<file path="src/rtl/dma_pkg.sv">
// dma_pkg
// Shared definitions for the DMA bus engine and the CI controller that programs it:
// the bus-engine FSM state encoding, bus constants and the CI register indices.
// No ports; imported with "import dma_pkg::*".

package dma_pkg;

    // Width of the bus burst-size field (beats minus one).
    localparam int BURST_W = 8;

    // Byte enables driven in every begin cycle; the engine only moves whole words.
    localparam logic [3:0] BUS_BYTE_EN_ALL = 4'hF;

    // Register indices decoded by the DMA control custom instruction.
    localparam logic [2:0] CI_REG_BUS_ADDR   = 3'd0;
    localparam logic [2:0] CI_REG_MEM_ADDR   = 3'd1;
    localparam logic [2:0] CI_REG_BLOCK_SIZE = 3'd2;
    localparam logic [2:0] CI_REG_BURST_SIZE = 3'd3;
    localparam logic [2:0] CI_REG_STATUS     = 3'd4;
    localparam logic [2:0] CI_REG_CONTROL    = 3'd5;

    typedef enum logic [2:0] {
        ST_IDLE  = 3'd0,
        ST_REQ   = 3'd1,
        ST_BEGIN = 3'd2,
        ST_RDATA = 3'd3,
        ST_WDATA = 3'd4,
        ST_WEND  = 3'd5
    } dma_state_e;

endpackage

</file>
<file path="src/rtl/dma_burst_counter.sv">
// dma_burst_counter
// Tracks how many words of the current block are still to be moved and sizes the
// next burst as min(burst_size + 1, remaining).
// Ports:
//   clock, reset   system clock, synchronous active-high reset
//   load           latch load_size as the new remaining count
//   load_size      total words of the block
//   burst_size     programmed beats-minus-one of every burst
//   consume        subtract the current burst's beats from the remaining count
//   beats          beats of the current burst
//   last_burst     the current burst finishes the block
// BLOCK_W must be wider than BURST_W so that burst_size + 1 cannot overflow.

module dma_burst_counter
    import dma_pkg::*;
#(
    parameter int BLOCK_W = 10
)(
    input  logic               clock,
    input  logic               reset,
    input  logic               load,
    input  logic [BLOCK_W-1:0] load_size,
    input  logic [BURST_W-1:0] burst_size,
    input  logic               consume,
    output logic [BLOCK_W-1:0] beats,
    output logic               last_burst
);

    logic [BLOCK_W-1:0] remaining_q;
    logic [BLOCK_W-1:0] remaining_d;
    logic [BLOCK_W-1:0] burst_beats;

    always_comb begin
        burst_beats = BLOCK_W'(burst_size) + BLOCK_W'(1);
        beats       = (burst_beats < remaining_q) ? burst_beats : remaining_q;
        remaining_d = remaining_q;
        if (load) begin
            remaining_d = load_size;
        end else if (consume) begin
            remaining_d = remaining_q - beats;
        end
    end

    assign last_burst = (remaining_q == beats);

    always_ff @(posedge clock) begin
        if (reset) begin
            remaining_q <= '0;
        end else begin
            remaining_q <= remaining_d;
        end
    end

endmodule

</file>
<file path="src/rtl/dma_bus_engine.sv">
// dma_bus_engine
// Bus-side transfer engine started by the DMA control custom instruction. It copies
// a block of words between the shared system bus and the local dual-port DMA memory
// as a series of bursts, and reports busy / sticky error back to the CI.
// Ports:
//   clock, reset                 system clock, synchronous active-high reset
//   start_read / start_write     1-cycle start pulses (read wins if both)
//   bus_start_address, mem_start_address, block_size, burst_size
//                                transfer registers, latched on an accepted start
//   engine_busy, engine_error    status back to the CI
//   mem_*                        local memory port (1-cycle synchronous read)
//   bus_request / bus_granted    arbitration
//   begin_transaction .. end_transaction_out
//                                master-driven bus signals, 0 whenever not driving
//   address_data_in .. error_in  slave-driven bus signals

module dma_bus_engine
    import dma_pkg::*;
#(
    parameter int MEM_ADDR_W = 9,
    parameter int BLOCK_W    = 10
)(
    input  logic                  clock,
    input  logic                  reset,
    input  logic                  start_read,
    input  logic                  start_write,
    input  logic [31:0]           bus_start_address,
    input  logic [MEM_ADDR_W-1:0] mem_start_address,
    input  logic [BLOCK_W-1:0]    block_size,
    input  logic [BURST_W-1:0]    burst_size,
    output logic                  engine_busy,
    output logic                  engine_error,
    output logic [MEM_ADDR_W-1:0] mem_address,
    output logic                  mem_write_enable,
    output logic [31:0]           mem_write_data,
    input  logic [31:0]           mem_read_data,
    output logic                  bus_request,
    input  logic                  bus_granted,
    output logic                  begin_transaction,
    output logic [31:0]           address_data_out,
    output logic                  read_n_write,
    output logic [BURST_W-1:0]    burst_size_out,
    output logic [3:0]            byte_enables,
    output logic                  data_valid_out,
    output logic                  end_transaction_out,
    input  logic [31:0]           address_data_in,
    input  logic                  data_valid_in,
    input  logic                  busy_in,
    input  logic                  end_transaction_in,
    input  logic                  error_in
);

    dma_state_e            state_q, state_d;
    logic [31:0]           bus_addr_q, bus_addr_d;
    logic [MEM_ADDR_W-1:0] mem_addr_q, mem_addr_d;
    logic [BURST_W-1:0]    burst_q, burst_d;
    logic [BLOCK_W-1:0]    beat_cnt_q, beat_cnt_d;
    logic                  dir_read_q, dir_read_d;
    logic                  error_q, error_d;

    logic                  accept_start;
    logic                  consume_burst;
    logic                  last_burst;
    logic                  write_beat_taken;
    logic [BLOCK_W-1:0]    beats;

    assign accept_start     = (state_q == ST_IDLE) && (start_read || start_write)
                              && (block_size != '0);
    assign consume_burst    = (state_q == ST_WEND);
    assign write_beat_taken = (state_q == ST_WDATA) && !busy_in;

    dma_burst_counter #(
        .BLOCK_W    (BLOCK_W)
    ) u_burst_counter (
        .clock      (clock),
        .reset      (reset),
        .load       (accept_start),
        .load_size  (block_size),
        .burst_size (burst_q),
        .consume    (consume_burst),
        .beats      (beats),
        .last_burst (last_burst)
    );

    // Next-state logic. In write mode mem_addr_q always names the word currently
    // presented on the bus; it only advances when the slave takes the beat.
    always_comb begin
        state_d    = state_q;
        bus_addr_d = bus_addr_q;
        mem_addr_d = mem_addr_q;
        burst_d    = burst_q;
        beat_cnt_d = beat_cnt_q;
        dir_read_d = dir_read_q;
        error_d    = error_q;

        unique case (state_q)
            ST_IDLE: begin
                if (accept_start) begin
                    state_d    = ST_REQ;
                    bus_addr_d = bus_start_address & 32'hFFFF_FFFC;
                    mem_addr_d = mem_start_address;
                    burst_d    = burst_size;
                    dir_read_d = start_read;
                    error_d    = 1'b0;
                end
            end
            ST_REQ: begin
                if (bus_granted) begin
                    state_d = ST_BEGIN;
                end
            end
            ST_BEGIN: begin
                beat_cnt_d = '0;
                state_d    = dir_read_q ? ST_RDATA : ST_WDATA;
            end
            ST_RDATA: begin
                if (data_valid_in) begin
                    mem_addr_d = mem_addr_q + MEM_ADDR_W'(1);
                end
                if (end_transaction_in) begin
                    state_d = ST_WEND;
                end
            end
            ST_WDATA: begin
                if (write_beat_taken) begin
                    mem_addr_d = mem_addr_q + MEM_ADDR_W'(1);
                    beat_cnt_d = beat_cnt_q + BLOCK_W'(1);
                    if (beat_cnt_q == beats - BLOCK_W'(1)) begin
                        state_d = ST_WEND;
                    end
                end
            end
            ST_WEND: begin
                bus_addr_d = bus_addr_q + (32'(beats) << 2);
                state_d    = last_burst ? ST_IDLE : ST_REQ;
            end
            default: begin
                state_d = ST_IDLE;
            end
        endcase

        // A bus error abandons the transfer from any active state.
        if ((state_q != ST_IDLE) && error_in) begin
            state_d = ST_IDLE;
            error_d = 1'b1;
        end
    end

    always_ff @(posedge clock) begin
        if (reset) begin
            state_q    <= ST_IDLE;
            bus_addr_q <= '0;
            mem_addr_q <= '0;
            burst_q    <= '0;
            beat_cnt_q <= '0;
            dir_read_q <= 1'b0;
            error_q    <= 1'b0;
        end else begin
            state_q    <= state_d;
            bus_addr_q <= bus_addr_d;
            mem_addr_q <= mem_addr_d;
            burst_q    <= burst_d;
            beat_cnt_q <= beat_cnt_d;
            dir_read_q <= dir_read_d;
            error_q    <= error_d;
        end
    end

    // Output decode from the registered state. Bus outputs stay 0 outside the states
    // that own them so the engine can sit on a wired-OR bus.
    always_comb begin
        engine_busy         = (state_q != ST_IDLE);
        engine_error        = error_q;
        mem_address         = mem_addr_q;
        mem_write_enable    = 1'b0;
        mem_write_data      = '0;
        bus_request         = 1'b0;
        begin_transaction   = 1'b0;
        address_data_out    = '0;
        read_n_write        = 1'b0;
        burst_size_out      = '0;
        byte_enables        = '0;
        data_valid_out      = 1'b0;
        end_transaction_out = 1'b0;

        unique case (state_q)
            ST_REQ: begin
                bus_request = 1'b1;
            end
            ST_BEGIN: begin
                begin_transaction = 1'b1;
                address_data_out  = bus_addr_q;
                read_n_write      = dir_read_q;
                burst_size_out    = BURST_W'(beats - BLOCK_W'(1));
                byte_enables      = BUS_BYTE_EN_ALL;
            end
            ST_RDATA: begin
                mem_write_enable = data_valid_in;
                mem_write_data   = data_valid_in ? address_data_in : 32'h0;
            end
            ST_WDATA: begin
                // Prefetch: fetch the next word only once the current one is taken,
                // otherwise re-read the same word so the bus data stays put.
                data_valid_out   = 1'b1;
                address_data_out = mem_read_data;
                mem_address      = write_beat_taken ? (mem_addr_q + MEM_ADDR_W'(1))
                                                    : mem_addr_q;
            end
            ST_WEND: begin
                end_transaction_out = !dir_read_q;
            end
            default: begin
            end
        endcase
    end

endmodule

</file>
<file path="config.mk">
export PLATFORM = sky130hd
export DESIGN_NAME = dma_bus_engine
export DESIGN_NICKNAME = d
export VERILOG_FILES = /design/src/rtl/dma_pkg.sv /design/src/rtl/dma_burst_counter.sv /design/src/rtl/dma_bus_engine.sv
export SDC_FILE = /design/constraint.sdc
export NUM_CORES = 1
export LEC_CHECK = 0
export ABC_CLOCK_PERIOD_IN_PS = 5900
export CAP_MARGIN = 0
export CORE_MARGIN = 8
export CORE_UTILIZATION = 46
export CTS_CLUSTER_DIAMETER = 40
export DETAILED_ROUTE_END_ITERATION = 7
export HOLD_SLACK_MARGIN = 0.1
export PLACE_DENSITY_LB_ADDON = 0.2
export SLEW_MARGIN = 20
export SYNTH_ARGS = -nofsm -noshare
export SYNTH_HDL_FRONTEND = slang
export SYNTH_HIERARCHICAL = 1
export SYNTH_SLANG_ARGS = --single-unit
</file>
<file path="constraint.sdc">
create_clock -name clock -period 5.9 [get_ports clock]
set_input_delay 0.885 -clock clock [delete_from_list [all_inputs] [get_ports clock]]
set_output_delay 0.885 -clock clock [all_outputs]
set_load 0.05 [all_outputs]
</file>
After elaboration in Yosys (flattened, before gate mapping)
Cells that the tools add are included.
{ "word_totals": {"regBits": 74, "output_inout_bits": 93} }
{ "op_classes": {"addsub": 6, "magnitude_cmp": 1, "n_eq_ne": 13, "muxes": 34, "reduce_logical": 23} }
{ "ops": {"columns": ["cell", "count"], "rows": [
  ["$pmux 32 s2", 2],
  ["$mux 32", 3],
  ["$mux 10", 4],
  ["$mux 9", 4],
  ["$add 32x12->32", 1],
  ["$pmux 9 s3", 1],
  ["$eq 10x10->1", 2],
  ["$pmux 10 s2", 1],
  ["$mux 3", 6],
  ["$pmux 3 s6", 1],
  ["$add 10x1->10 const B", 1],
  ["$lt 10x10->1", 1],
  ["$mux 1", 10],
  ["$ne 2x2->1 const B", 5],
  ["$reduce_bool 10->1", 1],
  ["$reduce_bool 2->1", 5],
  ["$sub 10x1->10 const B", 1],
  ["$sub 10x10->10", 1],
  ["$add 8x1->9 const B", 1],
  ["$add 9x1->9 const B", 1],
  ["$mux 8", 1],
  ["$reduce_and 2->1", 4],
  ["$eq 3x2->1 const B", 2],
  ["$eq 3x3->1 const B", 2],
  ["other kinds (11)", 16]
]} }

Longest topological paths before layout
{ "logic_depth": {"depth_word": 8, "depth_mapped": 19} }

Cells and area by module
The synthesis kept the hierarchy.
{ "modules_own_cells": {"columns": ["module", "n_inst", "cells_per_inst", "area_per_inst_um2", "seq_area_each_um2"], "rows": [
  ["dma_bus_engine", 1, 627, 4654.5, 1241.2],
  ["dma_burst_counter", 1, 175, 1392.6, 200.2]
]} }

Worst setup path after synthesis
Ideal clock, no wire load.
{ "synth_path": {"kind": "register to output", "startpoint": "register burst_q[0]", "endpoint": "output port burst_size_out[6]", "arrival_time_ps": 4048, "t_required_ps": 5015, "setup_slack_ps": 967, "path_stages_with_launch": 16, "cell_sequence": "dfxtp_1 and4_2 nand4_1 xnor2_1 ha_1 a211oi_1 nor3_1 a21oi_4 buf_12 mux2_4 inv_1 ha_1 or3b_4 or3_1 xor2_1 nor2_1"} }
{ "synth_between": {"elab_chain_cells": 5} }
{ "synth_rtl": {"columns": ["item", "line_no", "rtl"], "rows": [
  ["start: declaration", "dma_bus_engine.sv:56", "logic [BURST_W-1:0] burst_q, burst_d;"],
  ["start signal: assignment", "dma_bus_engine.sv:162", "burst_q <= burst_d;"],
  ["$add 8x1->9 (*)", "dma_burst_counter.sv:34", "burst_beats = BLOCK_W'(burst_size) + BLOCK_W'(1);"],
  ["$lt 10x10->1", "dma_burst_counter.sv:35", "beats = (burst_beats < remaining_q) ? burst_beats : remaining_q;"],
  ["$mux 10 (*)", "dma_burst_counter.sv:35", null],
  ["named net beats[1]", "dma_bus_engine.sv:65", "logic [BLOCK_W-1:0] beats;"],
  ["$sub 10x1->10 (*)", "dma_bus_engine.sv:194", "burst_size_out = BURST_W'(beats - BLOCK_W'(1));"],
  ["$mux 8 (*)", "dma_bus_engine.sv:186", "unique case (state_q)"],
  ["end: declaration", "dma_bus_engine.sv:42", "output logic [BURST_W-1:0] burst_size_out,"]
]} }
The timed path passes the listed nets; every way through them passes the cells marked *.

Worst setup path in the final report
Same ends and word-level chain as after synthesis.

==> out/metrics.cfg <==
[power_and_ir_drop]
intPower_mw=1.83
comb_power_share_pct=59.0
power_frac_clock_pct=18.8
powerDensity_nw_per_um2=389
finalPower_mw=3.38
peakVddDrop_mv=0.202
leakage_nw=3.42
swShare_pct=45.8
seqPwrFrac_pct=22.2
netSwitchingPower_mw=1.55

[worst_setup_path]
path_class=reg2out
required_ns=5.02
reg2reg_to=bus_addr_q[27]
worstSetupStartpointType=flop
worstPathArrival_ns=4.82
critPathCaptureType=output pin
reg2regPathDepth=16
r2r_slack_ns=1.11
critPathMaxFanout=6
timing.rr.start=burst_q[0]

[clocking]
postCtsHoldBufs=0
htreeDepth=3
clk_path_buf_depth=2
clk_latency_ns=0.34
cts_buffers=9
tritoncts=yes
cts_setup_buffers=0
root_buffer=clkbuf_16
clk_pin_slew_worst_paths_ns=0.06
clock_sinks=72

[logic_synthesis]
ys_top_cells_by_area=dfxtp_1 24%, ha_1 6.4%, nand2_1 5.8%
synth_area_per_cell_um2=7.54
yosysTopAreaCellShare_pct=23.8
syn_area_um2=6050
ys_types=74
synth_warnings=6
yosysSeqAreaShare_pct=23.8
async_flop_share_pct=0
synth_area_leader_cell=dfxtp_1
synth_edf_count=0
syn_inst=802
synth_seq_cells=72
ys.flop_type=dfxtp_1
syn_nets=967

[sta]
hold_viol_final=0
rsz0062_at_grt=false
max_slew_margin_pct=33.8
fin_crit_ns=5.71
layout_setup_ws_ns=0.190
finalCritPeriodShare_pct=96.8
finalSetupTns_ns=0
fmax_mhz=175
drv_slew=0
fin_skew_ns=0.00813
setup_viol=0
worstMarginPinSlew_ns=0.986

[drt]
routedWlPerCell_um=18.1
ant_nets=0
viasPerCell=5.69
first_pass_iters=6
via_count=6695
drcViolationCount=0
drtIter0Drc=418
routed_wl_um=21300

[placement]
hpwlAfterDp_um=16300
io_buffers=222
placed_cell_area_um2=8330
placed_cells=1158
gp_congestion=0.903
dp_slack_ns=0.547

[grt]
grt_max_degree=43
antenna_found_initial=0
grt_pass1_vias=6519
grt_pass1_wl_um=32800
grt.overflow.total=0
grt_usage_pct=24.2

[floorplanning]
rows=42
die_area_um2=17100
start_util_pct=46.4
ios=225
core-area_um2=13000
die_w_um=131
dieHeight_um=131

[layout]
instances_no_fill=1176
final_cell_mix=220 x clkdlybuf4s50_1, 94 x nand2_1, 75 x nor2_1
final_common_cell=clkdlybuf4s50_1
fin_nets=1158
stdcell_area_um2=8680
fillers=1159
area_growth_pct=43.5
drive_above_1_share_pct=5.11

[min_path]
worstHoldPathCells=2
hp-class=reg2reg
min_to=burst_q[7]
min_from=burst_q[7]

[outcome]
status=completed

[run]
drv_cap=0

## flip-flops by register name, indices dropped and copies added (netlist names)
signal                       count
beat_cnt_q                      10
mem_addr_q                       9
dir_read_q                       1
engine_error                     1
u_burst_counter/remaining_q     10
burst_q                          8
bus_addr_q                      30
state_q                          3
## cell type report
class | instances | area (um^2) | share of cell area, %
tap | 176 | 220 | 2.54
clock inverter | 6 | 108 | 1.24
timing repair buffer | 232 | 2290 | 26.4
multi-input combinational | 651 | 4280 | 49.3
inverter | 27 | 101 | 1.17
antenna | 2 | 5.00 | 0.0577
clock buffer | 10 | 229 | 2.64
sequential | 72 | 1440 | 16.6
## metal layers
layer | global-route usage, % | vias up | wire [um]
li1 | - | 3303 | -
met5 | 0 | - | 0
met4 | 9.72 | 0 | 534
met2 | 40.5 | 229 | 10400
met3 | 6.57 | 43 | 1560
met1 | 28.8 | 3120 | 8830
## cells in the mapped netlist (5+ instances only)
cell type / n
nor2_1: 75
a22oi_1: 9
nand2_1: 94
o31a_1: 6
a22o_1: 29
xnor2_1: 28
dfxtp_1: 72
nand3_1: 31
nor3_1: 14
mux2i_1: 12
or3_1: 9
a311oi_1: 9
a21oi_1: 47
ha_1: 31
and3_1: 13
nor4_1: 9
and2_1: 39
buf_1: 5
a21o_1: 8
clkbuf_1: 35
o21a_1: 7
buf_2: 6
mux2_2: 9
a31oi_1: 16
a211oi_1: 8
buf_4: 5
inv_1: 26
o211ai_1: 9
xor2_1: 25
o21ai_0: 29
nand4_1: 12
## worst max-delay path, cell delays in order, from the launching register on
cell	delay (ns)
dfxtp_1	0.42
and4_2	0.28
nand4_1	0.12
xnor2_1	0.30
ha_1	0.31
a211oi_1	0.21
nor3_1	0.11
a21oi_4	0.16
mux2_4	0.36
inv_1	0.08
ha_1	0.19
or3b_4	0.42
or3_1	0.38
xor2_1	0.17
nor2_1	0.11
clkdlybuf4s50_1	0.84
## power groups by stage
stage | Combinational [mW] | Clock, mW | Sequential [mW]
2_1_floorplan | 1.50 | 0 | 0.689
3_3_place_gp | 1.94 | 0 | 0.755
3_5_place_dp | 1.95 | 0 | 0.754
4_1_cts | 1.97 | 0.638 | 0.745
5_1_grt | 2.16 | 0.659 | 0.766
6_report | 1.99 | 0.636 | 0.749
## metrics by stage
stage	hold WS (ns)	utilization, %
global route	0.518	66.5
detailed placement	0.476	63.9
floorplan	0.458	-
finish	0.484	66.6
global placement	0.470	63.9
CTS	0.485	66.5
## what timing repair did
item,CTS,global route
gates resized for setup,0,1
setup endpoints to repair,0,1
hold endpoints to repair,0,0
## how the worst max path moves through the flow
stage / startpoint / endpoint / slack (ns) / depth (start not counted)
2_1_floorplan: burst_q[0] / burst_size_out[6] / 0.97 / 15
3_3_place_gp: burst_q[0] / burst_size_out[7] / 0.58 / 14
3_5_place_dp: burst_q[0] / burst_size_out[7] / 0.55 / 14
4_1_cts: burst_q[0] / burst_size_out[7] / 0.15 / 14
5_1_grt: burst_q[0] / burst_size_out[6] / 0.009 / 16
6_report: burst_q[0] / burst_size_out[6] / 0.19 / 15
## cell families (layout without fill, tap and decap cells)
group / after synthesis / count (layout) / share of synthesized area (%)
AOI/OAI and AO/OA: 215 / 215 / 25.0
xor gates and xnor gates: 53 / 53 / 7.68
adders and majority gates: 33 / 33 / 7.08
buffers and inverters: 79 / 275 / 5.61
DFF: 72 / 72 / 23.8
muxes: 22 / 22 / 3.91
other: 1 / 3 / 0.0620
and+or+nand+nor: 327 / 327 / 26.8
No activity file was read; power rests on OpenSTA's default activity.
